### src/rtl/fp_addsub_pipe.sv
// fp_addsub_pipe: 3-stage pipelined adder/subtractor for {sign, exp, frac} mini-floats with hidden 1.
// Define ROUND_NEAREST_EN for round-to-nearest-even; the default build truncates.
module fp_addsub_pipe #(
  parameter int EXP_W  = 4,
  parameter int FRAC_W = 4
) (
  input  logic                  clk50M,
  input  logic                  rst,
  input  logic                  in_valid,
  output logic                  in_ready,
  input  logic                  op,
  input  logic [EXP_W+FRAC_W:0] a,
  input  logic [EXP_W+FRAC_W:0] b,
  output logic                  out_valid,
  input  logic                  out_ready,
  output logic [EXP_W+FRAC_W:0] sum,
  output logic                  overflow,
  output logic                  zero
);
  localparam int W   = 1 + EXP_W + FRAC_W;
  localparam int L   = FRAC_W + 1;   // mantissa including hidden bit
  localparam int AW  = FRAC_W + 4;   // {mantissa, G, R, S}
  localparam int RW  = FRAC_W + 5;   // AW plus carry
  localparam int LZW = $clog2(AW + 1);
  localparam int XW  = ((EXP_W > $clog2(RW)) ? EXP_W : $clog2(RW)) + 2;
  localparam logic [XW-2:0] EMAX = {{(XW-1-EXP_W){1'b0}}, {EXP_W{1'b1}}};

  logic              s1_valid, s1_sign, s1_sub;
  logic [EXP_W-1:0]  s1_exp;
  logic [L-1:0]      s1_big;
  logic [AW-1:0]     s1_sml;
  logic              s2_valid, s2_sign;
  logic [EXP_W-1:0]  s2_exp;
  logic [RW-1:0]     s2_r;
  logic              ld1, ld2, ld3;

  assign ld3      = !out_valid || out_ready;
  assign ld2      = !s2_valid || ld3;
  assign ld1      = !s1_valid || ld2;
  assign in_ready = ld1;

  // S1: magnitude compare, operand swap and alignment of the smaller operand
  logic              sa, sb, a_big, big_s, big_nz, sml_nz;
  logic [EXP_W-1:0]  big_e, sml_e, diff;
  logic [FRAC_W-1:0] big_f, sml_f;
  logic [2*L+1:0]    sml_wide;
  logic [AW-1:0]     sml_al;

  always_comb begin
    sa     = a[W-1];
    sb     = b[W-1] ^ op;
    a_big  = (a[W-2:FRAC_W] > b[W-2:FRAC_W]) ||
             ((a[W-2:FRAC_W] == b[W-2:FRAC_W]) && (a[FRAC_W-1:0] >= b[FRAC_W-1:0]));
    big_s  = a_big ? sa : sb;
    big_e  = a_big ? a[W-2:FRAC_W] : b[W-2:FRAC_W];
    big_f  = a_big ? a[FRAC_W-1:0] : b[FRAC_W-1:0];
    big_nz = a_big ? (|a[W-2:0]) : (|b[W-2:0]);
    sml_e  = a_big ? b[W-2:FRAC_W] : a[W-2:FRAC_W];
    sml_f  = a_big ? b[FRAC_W-1:0] : a[FRAC_W-1:0];
    sml_nz = a_big ? (|b[W-2:0]) : (|a[W-2:0]);
    diff   = big_e - sml_e;
    sml_wide = {sml_nz, sml_f, {(L+2){1'b0}}} >> diff;
    // Beyond R the smaller operand only survives as sticky; no shift-count wrap
    if (32'(diff) > FRAC_W + 2)
      sml_al = {{(AW-1){1'b0}}, sml_nz};
    else
      sml_al = {sml_wide[2*L+1:L], |sml_wide[L-1:0]};
  end

  // S2: effective add or subtract; bigger magnitude is always the minuend
  logic [RW-1:0] s2_next;
  assign s2_next = s1_sub ? ({1'b0, s1_big, 3'b000} - {1'b0, s1_sml})
                          : ({1'b0, s1_big, 3'b000} + {1'b0, s1_sml});

  // S3: normalise, round, then saturate or flush
  logic [LZW-1:0] lz;
  logic [AW-1:0]  norm;
  logic [XW-1:0]  ex_n, ex_f;
  logic [L:0]     mant_r;
  logic [L-1:0]   mant_f;
  logic           rnd_up, res_zero, res_ovf;
  logic [W-1:0]   res;
  logic           unused_bits;

  always_comb begin
    lz = '0;
    for (int i = 0; i < AW; i++)
      if (s2_r[i]) lz = LZW'(AW - 1 - i);
    if (s2_r[RW-1]) begin
      norm = {s2_r[RW-1:2], s2_r[1] | s2_r[0]};
      ex_n = {{(XW-EXP_W){1'b0}}, s2_exp} + XW'(1);
    end else begin
      norm = s2_r[AW-1:0] << lz;
      ex_n = {{(XW-EXP_W){1'b0}}, s2_exp} - {{(XW-LZW){1'b0}}, lz};
    end
`ifdef ROUND_NEAREST_EN
    rnd_up = norm[2] & (norm[1] | norm[0] | norm[3]);
`else
    rnd_up = 1'b0;
`endif
    mant_r   = {1'b0, norm[AW-1:3]} + {{L{1'b0}}, rnd_up};
    mant_f   = mant_r[L] ? mant_r[L:1] : mant_r[L-1:0];
    ex_f     = ex_n + {{(XW-1){1'b0}}, mant_r[L]};
    res_zero = (s2_r == '0) || ex_f[XW-1];
    res_ovf  = !res_zero && (ex_f[XW-2:0] > EMAX);
    if (res_zero)
      res = '0;
    else if (res_ovf)
      res = {s2_sign, {(W-1){1'b1}}};
    else
      res = {s2_sign, ex_f[EXP_W-1:0], mant_f[FRAC_W-1:0]};
  end

  assign unused_bits = ^{mant_f[L-1], norm[2:0]};

  always_ff @(posedge clk50M or posedge rst) begin
    if (rst) begin
      s1_valid  <= 1'b0;
      s1_sign   <= 1'b0;
      s1_sub    <= 1'b0;
      s1_exp    <= '0;
      s1_big    <= '0;
      s1_sml    <= '0;
      s2_valid  <= 1'b0;
      s2_sign   <= 1'b0;
      s2_exp    <= '0;
      s2_r      <= '0;
      out_valid <= 1'b0;
      sum       <= '0;
      overflow  <= 1'b0;
      zero      <= 1'b0;
    end else begin
      if (ld1) begin
        s1_valid <= in_valid;
        if (in_valid) begin
          s1_sign <= big_s;
          s1_sub  <= sa ^ sb;
          s1_exp  <= big_e;
          s1_big  <= {big_nz, big_f};
          s1_sml  <= sml_al;
        end
      end
      if (ld2) begin
        s2_valid <= s1_valid;
        if (s1_valid) begin
          s2_sign <= s1_sign;
          s2_exp  <= s1_exp;
          s2_r    <= s2_next;
        end
      end
      if (ld3) begin
        out_valid <= s2_valid;
        if (s2_valid) begin
          sum      <= res;
          overflow <= res_ovf;
          zero     <= res_zero;
        end
      end
    end
  end
endmodule

### config.mk
export PLATFORM = sky130hd
export DESIGN_NAME = fp_addsub_pipe
export DESIGN_NICKNAME = d
export VERILOG_FILES = /design/src/rtl/fp_addsub_pipe.sv
export SDC_FILE = /design/constraint.sdc
export NUM_CORES = 1
export LEC_CHECK = 0
export ABC_AREA = 1
export BUFFER_PORTS_ARGS = -buffer_cell sky130_fd_sc_hd__buf_2
export CAP_MARGIN = 20
export CORE_UTILIZATION = 40
export DETAILED_ROUTE_END_ITERATION = 12
export PLACE_DENSITY_LB_ADDON = 0.3
export SYNTH_ARGS = -nofsm -noshare
export SYNTH_HDL_FRONTEND = slang
export SYNTH_SLANG_ARGS = --single-unit
### constraint.sdc
create_clock -name clk50M -period 4.55 [get_ports clk50M]
set_input_delay 0.455 -clock clk50M [delete_from_list [all_inputs] [get_ports clk50M]]
set_output_delay 0.455 -clock clk50M [all_outputs]
set_load 0.01 [all_outputs]
==> impl_metrics.ini <==
[timing]
period_needed_ps = 2800
final.setup.tns_ps = 0
fin_crit_sh_pct = 61.5
fmax_mhz = 357
fin_skew_ps = 12.1
setup_viol = 0
maxSlewHeadroom_pct = 52.5
slew_viol_final = 0
hold_violations = 0
rsz0062_at_grt = no
tightestPinTransition_ps = 711

[worst_setup_path]
worstPathArrival_ps = 3000
r2r_start = s2_r[2]
end_kind = register
worstSetupStartpoint = s2_r[2]
endpoint = sum[7]
reg2reg_setup_slack_ps = 1750
cp_data_required_time_ps = 4750
critPathMaxFanout = 7
critPathLaunchType = register
reg2reg_depth = 11
path_class = reg -> reg
worstReg2RegEnd = sum[7]

[routing]
avgRoutedWirePerCell_um = 12.7
ant_nets = 0
dr.first_iter.drc_count = 115
vias = 3105
drc = 0
viasPerCell = 5.03
drt_first_pass_iters = 4
routed_wl_um = 7850

[placed_design]
hpwl_um = 6250
gp_congestion = 0.878
io_buffers = 35

[finish]
final_util_pct = 46.9
syn_to_final_growth_pct = 11.9
antenna-diode-count = 0
fin_nets = 560
drive_above_1_share_pct = 13.9

[clock_network]
cts_resized = 0
cts_setup_buffers = 0
clockBufferDepth = 2
cts_made_buffers = 5
hold_buffers = 0
path_clk_slew_ps = 90
ctsRootBufferMaster = clkbuf_8
clk_latency_ps = 300
cts_tree = done
cts_sinks = 47
htree_levels = 2

[synthesis]
postSynthCellCount = 478
syn_area_per_cell_um2 = 7.31
synth_top_area_share_pct = 33.7
ys_seq_area_share_pct = 33.7
synth-edff-count = 0
async_flop_share_pct = 100
synth-seq-cells = 47
synth_warnings = 0
synth.net_count = 527
yosys.area.top_type = dfrtp_1
ys_top_cells_by_area = dfrtp_1 34%, nand2_1 11%, ha_1 8.6%, inv_1 8.2%, o21ai_0 7.6%
synth.distinct_cells = 41
synth_ff_type = dfrtp_1
synth_area_mm2 = 0.00349

[floorplan]
die_w_um = 95.5
dieArea_mm2 = 0.00911
rows = 33
core_area_mm2 = 0.00834
ioPinCount = 36
start_util_pct = 41.9
chipHeight_um = 95.5

[power]
p_leak_nw = 2.02
p_per_area_mw_per_mm2 = 523
irDropWorstVdd_mv = 0.148

[global_route]
grt_overflow_total = 0
grt_first_pass_wirelength_um = 13900
grt_pass1_vias = 3054
grt_max_degree = 48
antenna_found_initial = 0
track_usage_pct = 19.5

[outcome]
status = complete, no violations

[run]
drv_cap = 0

[worst_hold_path]
hold_class = in -> async
[per-layer routing]
layer / vias to the layer above / track usage (%) / share of wire (%)
li1: 1632 / - / -
met1: 1418 / 24.1 / 47
met2: 45 / 35.6 / 50
met3: 10 / 2.23 / 2.1
met4: 0 / 5.35 / 1.4
met5: - / 0 / 0
[state kept, by name (all words and copies together), names as in the netlist]
signal     flops
s2_sign        1
s1_valid       1
s1_exp         4
s1_sub         1
sum            9
zero           1
out_valid      1
s2_valid       1
overflow       1
s2_exp         4
s1_big         5
s1_sml         8
s1_sign        1
s2_r           9
[worst max-delay path: stages (launching register included)]
cell and delay (ps):
dfrtp_1 430, nor2_1 210, a211oi_1 120, nor3_1 540, inv_1 230, ha_1 330, a21oi_1 160, nor2_1 50
o31ai_1 240, or2_2 160, nand3_1 60, a22o_1 190
[report_power, final]
group | switching (mW) | internal [mW] | total (mW)
combinational | 0.623 | 0.379 | 1.00
clock | 0.137 | 0.220 | 0.357
sequential | 0.126 | 0.562 | 0.688
[kinds of logic (layout without fill, tap and decap cells)]
| family | count (synthesis) | after routing | share of synthesized area [%] |
|---|---|---|---|
| buf+inv | 89 | 123 | 9.71 |
| flops | 47 | 47 | 33.7 |
| xor+xnor | 8 | 8 | 2.01 |
| simple gates | 208 | 208 | 28.2 |
| fa+ha+maj | 26 | 26 | 9.74 |
| compound gates | 100 | 100 | 16.7 |
[worst min-delay path by stage]
stage              from   endpoint  slack, ps  cells after the start
6_report            rst   s2_valid        150                      2
5_1_grt             rst    s1_sign        190                      2
2_1_floorplan  s2_valid  out_valid        450                      2
3_3_place_gp   s2_valid  out_valid        460                      2
4_1_cts             rst   s2_valid        400                      2
3_5_place_dp     sum[0]     sum[0]        460                      2
[area by class of cell]
type                    count  area [µm²]
fillers                   852        4430
multi-input cells         342        1980
well taps                 105         131
clock buffers               6        72.6
clock inverters             2        60.1
flip-flops and latches     47        1180
repair buffers             36         195
inverters                  79         297
[cells in the mapped netlist (all sizes together) (5+ instances only)]
cell type and number:
inv 77, clkbuf 6, dfrtp 47, o21ai 55, xor2 6, nand4 6
ha 24, a21oi 23, nand2 114, nand3 46, nor2 33, nor3 5
[layout by cell type (no fill, tap or decap), drive strengths merged]
| cell type | count |
|---|---|
| nand2 | 114 |
| inv | 77 |
| o21ai | 55 |
| dfrtp | 47 |
| nand3 | 46 |
| buf | 36 |
| nor2 | 33 |
| ha | 24 |
| a21oi | 23 |
| xor2 | 6 |
| nand4 | 6 |
| clkbuf | 6 |
| nor3 | 5 |
| a31oi | 4 |
| o211ai | 4 |
| o22ai | 4 |
| xnor2 | 2 |
| a22o | 2 |
| clkinv | 2 |
| fa | 2 |
| bufinv | 2 |
| and2b | 1 |
| o21bai | 1 |
| nor4 | 1 |
| a22oi | 1 |
| a211oi | 1 |
| o311ai | 1 |
| a221oi | 1 |
| o31ai | 1 |
| or2 | 1 |
| a211o | 1 |
| and2 | 1 |
| o22a | 1 |
[per-stage QoR]
| stage | worst slack [ps] | cells | instance area, µm² | hold slack [ps] | power (mW) |
|---|---|---|---|---|---|
| final | 1750 | 617 | 3910 | 153 | 2.05 |
| after global routing | 1460 | 617 | 3910 | 187 | 2.27 |
| after CTS | 1750 | 616 | 3890 | 400 | 2.06 |
| after detailed placement | 1480 | 608 | 3760 | 460 | 1.70 |
| after global placement | 1580 | 608 | 3760 | 456 | 1.67 |
| after floorplan | 1940 | 478 | 3490 | 448 | 1.45 |
Power figures use the tool's default switching activity.
